$ cat src/rtl/hl_adapter_pkg.sv
// hl_adapter_pkg: shared types and defaults for the hl_bus_adapter slice.
// Holds the adapter FSM state type and the default address width.
package hl_adapter_pkg;

    typedef enum logic [1:0] {
        IDLE,
        ARM,
        HOLD,
        DONE
    } hl_state_t;

    localparam int HL_DEFAULT_ADDR_WIDTH = 32;

endpackage

$ cat src/rtl/hl_edge_detect.sv
// hl_edge_detect: samples the slow clock level clk_l in the clk domain and
// produces a one-cycle rise pulse. With HL_ADAPTER_CLKL_SYNC_EN defined, a
// two-flop synchronizer sits in front of the edge-detect register, which
// delays every rise event by two cycles.
module hl_edge_detect (
    input  logic clk,
    input  logic rst,
    input  logic clk_l,
    output logic rise
);

    logic clk_l_q;
    logic clk_l_prev;

`ifdef HL_ADAPTER_CLKL_SYNC_EN
    logic sync_meta;
    logic sync_out;

    // Two-flop synchronizer for the asynchronous slow clock level
    always_ff @(posedge clk) begin
        if (rst) begin
            sync_meta <= 1'b0;
            sync_out  <= 1'b0;
        end else begin
            sync_meta <= clk_l;
            sync_out  <= sync_meta;
        end
    end

    // Edge-detect register fed from the synchronizer output
    always_ff @(posedge clk) begin
        if (rst) begin
            clk_l_q <= 1'b0;
        end else begin
            clk_l_q <= sync_out;
        end
    end
`else
    // Edge-detect register sampling clk_l directly
    always_ff @(posedge clk) begin
        if (rst) begin
            clk_l_q <= 1'b0;
        end else begin
            clk_l_q <= clk_l;
        end
    end
`endif

    // Previous sampled level, so a low-to-high step is visible for one cycle
    always_ff @(posedge clk) begin
        if (rst) begin
            clk_l_prev <= 1'b0;
        end else begin
            clk_l_prev <= clk_l_q;
        end
    end

    assign rise = clk_l_q & ~clk_l_prev;

endmodule

$ cat src/rtl/hl_bus_adapter.sv
// hl_bus_adapter: single-transaction bridge from a fast bus master to a slow
// clk_l-paced memory/flash port. A request is latched in IDLE, presented on
// the slow side for a full clk_l period (two rise events), then read data is
// returned with a four-phase ready handshake. Define HL_ADAPTER_CLKL_SYNC_EN
// to put a two-flop synchronizer on clk_l (see hl_edge_detect).
module hl_bus_adapter
    import hl_adapter_pkg::*;
#(
    parameter int DATA_WIDTH = 8,
    parameter int ADDR_WIDTH = HL_DEFAULT_ADDR_WIDTH
) (
    input  logic                  clk,
    input  logic                  rst,
    input  logic                  clk_l,
    input  logic                  h_read_en,
    input  logic                  h_write_en,
    input  logic [ADDR_WIDTH-1:0] h_addr,
    input  logic [DATA_WIDTH-1:0] h_data_in,
    output logic                  h_data_ready,
    output logic [DATA_WIDTH-1:0] h_data_out,
    output logic                  l_read_en,
    output logic                  l_write_en,
    output logic [ADDR_WIDTH-1:0] l_addr,
    output logic [DATA_WIDTH-1:0] l_data_in,
    input  logic [DATA_WIDTH-1:0] l_data_out
);

    hl_state_t             state;
    hl_state_t             state_next;
    logic                  rise;
    logic                  h_data_ready_next;
    logic [DATA_WIDTH-1:0] h_data_out_next;
    logic                  l_read_en_next;
    logic                  l_write_en_next;
    logic [ADDR_WIDTH-1:0] l_addr_next;
    logic [DATA_WIDTH-1:0] l_data_in_next;

    hl_edge_detect u_edge (
        .clk   (clk),
        .rst   (rst),
        .clk_l (clk_l),
        .rise  (rise)
    );

    // Next state and next registered outputs; everything holds by default
    always_comb begin
        state_next        = state;
        h_data_ready_next = h_data_ready;
        h_data_out_next   = h_data_out;
        l_read_en_next    = l_read_en;
        l_write_en_next   = l_write_en;
        l_addr_next       = l_addr;
        l_data_in_next    = l_data_in;
        case (state)
            IDLE: begin
                if (h_write_en) begin
                    l_addr_next     = h_addr;
                    l_data_in_next  = h_data_in;
                    l_write_en_next = 1'b1;
                    state_next      = ARM;
                end else if (h_read_en) begin
                    l_addr_next    = h_addr;
                    l_read_en_next = 1'b1;
                    state_next     = ARM;
                end
            end
            ARM: begin
                if (rise) begin
                    state_next = HOLD;
                end
            end
            HOLD: begin
                if (rise) begin
                    if (l_read_en) begin
                        h_data_out_next = l_data_out;
                    end
                    l_read_en_next    = 1'b0;
                    l_write_en_next   = 1'b0;
                    h_data_ready_next = 1'b1;
                    state_next        = DONE;
                end
            end
            DONE: begin
                if (!h_read_en && !h_write_en) begin
                    h_data_ready_next = 1'b0;
                    state_next        = IDLE;
                end
            end
            default: begin
                state_next = IDLE;
            end
        endcase
    end

    // State and output registers; reset abandons any transaction
    always_ff @(posedge clk) begin
        if (rst) begin
            state        <= IDLE;
            h_data_ready <= 1'b0;
            h_data_out   <= '0;
            l_read_en    <= 1'b0;
            l_write_en   <= 1'b0;
            l_addr       <= '0;
            l_data_in    <= '0;
        end else begin
            state        <= state_next;
            h_data_ready <= h_data_ready_next;
            h_data_out   <= h_data_out_next;
            l_read_en    <= l_read_en_next;
            l_write_en   <= l_write_en_next;
            l_addr       <= l_addr_next;
            l_data_in    <= l_data_in_next;
        end
    end

endmodule

$ cat config.mk
export PLATFORM = sky130hd
export DESIGN_NAME = hl_bus_adapter
export DESIGN_NICKNAME = d
export VERILOG_FILES = /design/src/rtl/hl_adapter_pkg.sv /design/src/rtl/hl_edge_detect.sv /design/src/rtl/hl_bus_adapter.sv
export SDC_FILE = /design/constraint.sdc
export NUM_CORES = 1
export LEC_CHECK = 0
export CORE_MARGIN = 5
export CORE_UTILIZATION = 31
export DETAILED_ROUTE_END_ITERATION = 10
export PLACE_DENSITY = 0.76
export SLEW_MARGIN = 20
export SYNTH_ARGS = -nofsm -noshare
export SYNTH_HDL_FRONTEND = slang
export SYNTH_SLANG_ARGS = --single-unit
$ cat constraint.sdc
create_clock -name clk -period 2.46 [get_ports clk]
set_input_delay 0.492 -clock clk [delete_from_list [all_inputs] [get_ports clk]]
set_output_delay 0.492 -clock clk [all_outputs]
set_load 0.02 [all_outputs]
**After elaboration in Yosys (flattened, before gate mapping)**

Index checks and enable logic that the tools add are counted.

- Eq/ne operators: 10
- Multiplexer cells: 17
- Bitwise gates (word level): 2
- Reductions and logical operators: 14

Operators with widths:

| cell | number |
|---|---|
| 32-bit two-way mux | 2 |
| 2-bit != test, second input constant | 6 |
| 2-bit two-way mux | 5 |
| 3-bit AND reduction | 3 |
| 2-bit case mux with 4 select lines | 1 |
| 4-bit AND reduction | 2 |
| 1-bit two-way mux | 6 |
| 1-bit case mux with 2 select lines | 3 |
| 2-bit nonzero test | 3 |
| 2-bit equality test, second input constant | 2 |
| 2-bit AND reduction | 2 |
| 3-bit != test, second input constant | 1 |
| 2-bit by 1-bit equality test with 1-bit output, second input constant | 1 |
| 1-bit logical NOT | 2 |
| 2-bit logical NOT | 1 |
| 1-bit bitwise AND | 1 |
| 1-bit logical AND | 1 |
| 1-bit NOT | 1 |

- Bits in registers: 55
- Bits of input ports: 53
- Output and inout port bits: 51
- Logic and storage cells: 52

**Longest topological paths before layout**

Gate-level depths: netlist of run 1.

- Word-level depth: 4
- Mapped depth: 7
- Depth with buffers taken out: 6

**Modules after synthesis**

From an unflattened synthesis of run 1, not the netlist that was laid out.

- Cell total of the unflattened synthesis: 243
- Area, all modules: 2058.2 um^2

Modules (own cells, without submodules):

| module | times used | cells each | area each (um^2) | sequential area each (um^2) |
|---|---|---|---|---|
| hl_bus_adapter | 1 | 238 | 1996.9 | 1061.0 |
| hl_edge_detect | 1 | 5 | 61.3 | 40.0 |

**Worst setup path after synthesis of run 1**

Ideal clock, no wire load.

- Kind: register to register
- From: register state[0]
- To: register l_addr[0]
- Setup time: 0.070 ns
- Data arrival time: 1.289 ns
- Required time: 2.390 ns
- Path slack: 1.101 ns
- Cell stages (with the launch flop): 8
- Path buffers: 2
- Period minus slack after synthesis: 1.359 ns
- Cells stage by stage: dfxtp_1 inv_1 ha_1 buf_2 o21ai_2 buf_2 nand2_1 a21oi_1

- Word-level cells in the longest chain between the ends: 2

RTL lines:

| item | line | source |
|---|---|---|
| start: declaration | hl_bus_adapter.sv:28 | `hl_state_t state;` |
| start signal: assignment | hl_bus_adapter.sv:106 | `state <= state_next;` |
| 2-bit logical NOT | hl_bus_adapter.sv:54 | `case (state)` |
| 2-bit AND reduction (no line) | n/a |  |
| end signal: assignment | hl_bus_adapter.sv:111 | `l_addr <= l_addr_next;` |
| end: declaration | hl_bus_adapter.sv:23 | `output logic [ADDR_WIDTH-1:0] l_addr,` |

Every way passes these cells.
A chain may end at the register's enable or synchronous reset.

**Worst setup path in the final report of run 1**

- From: register l_read_en
- To: output l_read_en

RTL lines:

| item | line | source |
|---|---|---|
| start: declaration | hl_bus_adapter.sv:21 | `output logic l_read_en,` |
| start signal: assignment | hl_bus_adapter.sv:109 | `l_read_en <= l_read_en_next;` |

No word-level cell between the ends.

==> results of run 1 <==
==> worst min-delay path, delay by kind of cell, from the launching register on <==
kind	cells	cell delay, ns
DFF	1	0.32
AOI/OAI and AO/OA	1	0.05
and+or+nand+nor	1	0.05
==> cell usage after synthesis (2+ instances only) <==
| cell type | number | area [um^2] |
|---|---|---|
| nand3_1 | 9 | 45.0 |
| a211oi_1 | 2 | 15.0 |
| a21oi_1 | 53 | 265 |
| inv_1 | 4 | 15.0 |
| clkbuf_1 | 6 | 22.5 |
| buf_2 | 7 | 35.0 |
| ha_1 | 5 | 62.6 |
| nand2_1 | 90 | 338 |
| nor2_1 | 4 | 15.0 |
| nor2b_1 | 4 | 25.0 |
| dfxtp_1 | 55 | 1100 |
| buf_4 | 3 | 22.5 |
==> power groups by stage <==
stage | Sequential (mW) | Combinational [mW] | Clock (mW)
after floorplan | 1.36 | 0.606 | 0
after global placement | 1.17 | 1.31 | 0
after detailed placement | 1.18 | 1.34 | 0
after CTS | 1.16 | 1.34 | 0.642
after global routing | 1.18 | 1.44 | 0.679
final | 1.16 | 1.32 | 0.614
==> per-layer routing <==
layer	vias up	share of wire, %
met4	0	1.1
met2	53	51
met5	-	0
met3	6	8.8
met1	900	39
li1	1031	-
==> flip-flops by register name, summed over array words and instances (netlist names) <==
| name | count |
|---|---|
| u_edge.clk_l_prev | 1 |
| l_read_en | 1 |
| l_data_in | 8 |
| l_addr | 32 |
| l_write_en | 1 |
| h_data_out | 8 |
| u_edge.clk_l_q | 1 |
| h_data_ready | 1 |
| state | 2 |
==> final cells by class <==
type	count	area, um^2
fillers	613	3150
clock buffers	6	82.6
well taps	77	96.3
multi-input cells	179	866
repair buffers	110	1080
flip-flops and latches	55	1100
inverters	4	15.0
clock inverters	2	35.0
==> per-stage QoR <==
step	std cells	instance area, um^2
after CTS	433	3270
after floorplan	254	2060
after detailed placement	425	3160
after global routing	433	3270
after global placement	425	3160
final	433	3270
==> final timing paths <==
| path | depth (start not counted) | slack [ns] | endpoint |
|---|---|---|---|
| setup reg to reg | 6 | 0.79 | l_addr[21] |
| hold / removal | 2 | 0.46 | l_addr[0] |
| setup / recovery | 1 | 0.64 | l_read_en |
| hold reg to reg | 2 | 0.46 | l_addr[0] |
==> kinds of logic after synthesis <==
| family | Yosys count | synth area share [%] |
|---|---|---|
| compound gates | 64 | 17.3 |
| fa+ha+maj | 5 | 3.04 |
| buf+inv | 20 | 4.62 |
| flops | 55 | 53.5 |
| simple gates | 110 | 21.6 |
==> results.json, run 1 <==
{
  "area_delta_synth_final_pct": 59.0,
  "power_density_nw_per_um2": 943,
  "die_h_um": 91.5,
  "setup_tns_ns": 0,
  "total_leakage_power_nw": 1.23,
  "start_util_pct": 32.1,
  "fin_util_pct": 51.0,
  "peakVddDrop_uv": 486,
  "syn_nets": 312,
  "slew_headroom_pct": 70.6,
  "yosysSeqAreaShare_pct": 53.5,
  "p_sw_mw": 1.11,
  "dr.pass1.iters": 4,
  "hold_viol": 0,
  "ys_ff_latch": 55,
  "die-area_um2": 8370,
  "crit_family": "buffers and inverters",
  "cp_num_buf_inv": 1,
  "post_cts_buffers": 0,
  "syn_avg_cell_area_um2": 8.11,
  "final_cell_mix": "clkdlybuf4s50_1 (102), nand2_1 (90), dfxtp_1 (55)",
  "cts-root-buf": "clkbuf_8",
  "track_usage_pct": 13.4,
  "synthDistinctLibCells": 24,
  "met1_usage_pct": 15.0,
  "seq_power_share_pct": 37.5,
  "netlist_area_um2": 2060,
  "reg2reg_from": "state[0]",
  "async_flop_share_pct": 0,
  "place_hpwl_um": 4380,
  "intPower_mw": 1.97,
  "num_antenna_cells": 0,
  "layout_setup_ws_ns": 0.644,
  "grt_use_met3_pct": 5.12,
  "grt.met2_usage_pct": 23.8,
  "via_per_inst": 4.60,
  "grt-ovfl-total": 0,
  "crit_type": "flop to output pin",
  "hold_path.class": "flop to flop",
  "status": "completed",
  "cts_tree": "yes",
  "top_usage_layer": "met2",
  "finalSetupViolations": 0,
  "place_ws_ns": 0.549,
  "drtIter0Drc": 67,
  "fp.dieW_um": 91.5,
  "wire_per_inst_um": 13.2,
  "clockBufferDepth": 2,
  "ctsResizeCount": 0,
  "path_clk_slew_ns": 0.10,
  "worstPathRequired_ns": 1.97,
  "vias": 1990,
  "holdBufCountCts": 0,
  "final_common_cell": "clkdlybuf4s50_1",
  "synth_edf_count": 0,
  "power_frac_comb_pct": 42.7,
  "fin_crit_sh_pct": 73.8,
  "grt_pass1_wl_um": 9140,
  "grt_max_degree": 22,
  "worst_pin_slew_ns": 0.440,
  "drive_above_1_share_pct": 5.62,
  "synthFlopType": "dfxtp_1",
  "cp_slowest_cell": "clkdlybuf4s50_1",
  "critPathArrivalTime_ns": 1.32,
  "design.core.area_um2": 6420,
  "port_buffers": 103,
  "grt_pass1_vias": 1894,
  "holdWs_ns": 0.456,
  "ios": 104,
  "wl_um": 5710,
  "pwr-share-clk_pct": 19.9,
  "switching_share_pct": 36.1,
  "rows": 29,
  "period_needed_ns": 1.82,
  "startpoint_type": "flop",
  "clk_latency_ns": 0.30,
  "grt_setup_unrepaired": "no",
  "critPathMaxStageDelay_ns": 0.65,
  "drv_slew": 0,
  "skew_ns": 0.00474,
  "fmax_mhz": 551,
  "power_mw": 3.09,
  "crit_fanout": 4,
  "nets": 413,
  "setup.worst_path.start": "l_read_en",
  "yosysWarningCount": 0,
  "drc": 0,
  "antenna_found_initial": 0,
  "synthCells": 254,
  "cap_violations": 0,
  "htreeDepth": 2,
  "cts_made_buffers": 5,
  "hold_path.startpoint": "l_addr[0]",
  "final_antenna_net_count": 0,
  "place_congestion": 0.728,
  "path_cells": "clkdlybuf4s50_1",
  "end_kind": "output pin",
  "numClockSinks": 55
}
Power figures use the tool's default switching activity.
==> inputs of run 2 (changes only) <==
--- a/config.mk
+++ b/config.mk
@@ -8,7 +8,7 @@
 export CORE_MARGIN = 5
 export CORE_UTILIZATION = 31
 export DETAILED_ROUTE_END_ITERATION = 10
-export PLACE_DENSITY = 0.76
+export PLACE_DENSITY = 0.78
 export SLEW_MARGIN = 20
 export SYNTH_ARGS = -nofsm -noshare
 export SYNTH_HDL_FRONTEND = slang
==> constraint.sdc (replaced) <==
create_clock -name clk -period 1.5 [get_ports clk]
set_input_delay 0.3 -clock clk [delete_from_list [all_inputs] [get_ports clk]]
set_output_delay 0.3 -clock clk [all_outputs]
set_load 0.02 [all_outputs]
==> run 2 against run 1 <==
Effect of this change:
- sequential share of layout area rose by 0.17 points
- global-route usage rose by 0.29 points
- non-clock buffer count rose by 5
- register-to-register slack lost 0.71 ns
- final area down 0.50%
- core utilization down 0.25 points
- sequential cell count unchanged
- die area unchanged
- setup slack worse by 0.57 ns
- power is 55% higher
- combinational power increased by 61%
- hold slack lost 0.045 ns
- highest routed layer unchanged
==> results.json, run 2 (same netlist as run 1, synthesis figures left out) <==
{
  "worst_pin_slew_ns": 0.368,
  "cts_tree": "yes",
  "clk_latency_ns": 0.30,
  "area_delta_synth_final_pct": 58.2,
  "die-area_um2": 8370,
  "slew_headroom_pct": 75.4,
  "htreeDepth": 2,
  "antenna_found_initial": 0,
  "crit_fanout": 16,
  "die_h_um": 91.5,
  "ios": 104,
  "place_congestion": 0.724,
  "crit_family": "buffers and inverters",
  "hold_viol": 0,
  "grt_pass1_vias": 2021,
  "fin_crit_sh_pct": 94.9,
  "startpoint_type": "flop",
  "grt_pass1_wl_um": 9500,
  "critPathMaxStageDelay_ns": 0.34,
  "layout_setup_ws_ns": 0.0763,
  "cts_made_buffers": 5,
  "ctsResizeCount": 53,
  "largest_reg_flops": 32,
  "hold_path.class": "input pin to flop",
  "cp_num_buf_inv": 2,
  "drc": 0,
  "peakVddDrop_uv": 674,
  "design.core.area_um2": 6420,
  "place_ws_ns": -0.154,
  "grt_max_degree": 25,
  "stdcell_count": 438,
  "end_kind": "flop",
  "holdBufCountCts": 0,
  "cp_slowest_cell": "dfxtp_1",
  "port_buffers": 103,
  "track_usage_pct": 13.7,
  "wl_um": 5930,
  "setup_tns_ns": 0,
  "place_hpwl_um": 4550,
  "drive_above_1_share_pct": 7.76,
  "reg_top3": "l_addr x32, h_data_out x8, l_data_in x8",
  "status": "completed",
  "worstPathRequired_ns": 1.72,
  "dp.cells": 430,
  "grt_setup_unrepaired": "yes",
  "fp.dieW_um": 91.5,
  "power_mw": 4.79,
  "cts-root-buf": "clkbuf_8",
  "drtIter0Drc": 71,
  "critPathArrivalTime_ns": 1.65,
  "period_needed_ns": 1.42,
  "start_util_pct": 32.1,
  "final_antenna_net_count": 0,
  "nets": 418,
  "post_cts_buffers": 0,
  "regMostFlops": "l_addr",
  "final_common_cell": "nand2_1",
  "total_leakage_power_nw": 1.45,
  "wire_per_inst_um": 13.5,
  "crit_type": "flop to flop",
  "numClockSinks": 55,
  "fmax_mhz": 702,
  "num_antenna_cells": 0,
  "dr.pass1.iters": 4,
  "cap_violations": 0,
  "final_cell_mix": "nand2_1 (89), dfxtp_1 (55), a21oi_1 (53)",
  "power_density_nw_per_um2": 1470,
  "vias": 2032,
  "clockBufferDepth": 2,
  "drv_slew": 0,
  "grt-ovfl-total": 0,
  "finalSetupViolations": 0,
  "path_clk_slew_ns": 0.09,
  "via_per_inst": 4.64,
  "fillers": 646,
  "rows": 29,
  "path_cells": "inv_1 -> ha_2 -> nor2b_2 -> buf_4 -> nand2_1 -> a21oi_1",
  "skew_ns": 0.00419
}
[run 2: worst paths after layout]
check | slack [ns] | cells past startpoint | start | end
max | 0.08 | 6 | state[1] | l_addr[18]
min | 0.41 | 2 | rst | h_data_out[3]
max reg2reg | 0.08 | 6 | state[1] | l_addr[18]
min reg2reg | 0.46 | 2 | h_data_out[1] | h_data_out[1]
[run 2: area by class of cell]
| type | count | area, um^2 | share of cell area, % |
|---|---|---|---|
| flip-flops and latches | 55 | 1100 | 33.8 |
| repair buffers | 115 | 1080 | 33.1 |
| multi-input cells | 179 | 887 | 27.2 |
| well taps | 77 | 96.3 | 2.96 |
| clock buffers | 7 | 76.3 | 2.34 |
| inverters | 4 | 15.0 | 0.461 |
| clock inverters | 1 | 5.00 | 0.154 |
[run 2: through the flow]
step           hold WS (ns)  utilization (%)  area [um^2]
5_1_grt               0.426             50.7         3260
3_3_place_gp          0.441             50.1         3220
6_report              0.411             50.7         3260
2_1_floorplan         0.428                -         2060
3_5_place_dp          0.448             50.1         3220
4_1_cts               0.405             50.5         3240
[run 2: metal layers]
layer  global-route usage [%]  wire, um  up-vias
met4                     3.02        34        0
met2                     25.7      3150       51
met5                        0         0        -
met1                     15.2      2350      936
met3                     4.05       386        4
li1                         -         -     1041
[run 2: where the power goes]
group	switching, mW	internal, mW	leakage, nW
Combinational	1.26	0.857	0.958
Sequential	0.142	1.75	0.452
Clock	0.456	0.329	0.0422
Total	1.86	2.93	1.45
[run 2: worst register-to-register path, stage by stage (launching register included)]
cell	delay, ns
dfxtp_1	0.34
inv_1	0.13
ha_2	0.24
nor2b_2	0.18
buf_4	0.24
nand2_1	0.08
a21oi_1	0.14
==> inputs of run 3 (changes only) <==
--- a/config.mk
+++ b/config.mk
@@ -9,6 +9,7 @@
 export CORE_UTILIZATION = 31
 export DETAILED_ROUTE_END_ITERATION = 10
 export PLACE_DENSITY = 0.78
+export SKIP_LAST_GASP = 1
 export SLEW_MARGIN = 20
 export SYNTH_ARGS = -nofsm -noshare
 export SYNTH_HDL_FRONTEND = slang
==> results of run 3 <==
Same layout as run 2: the final DEF is identical, and so are final timing and power.
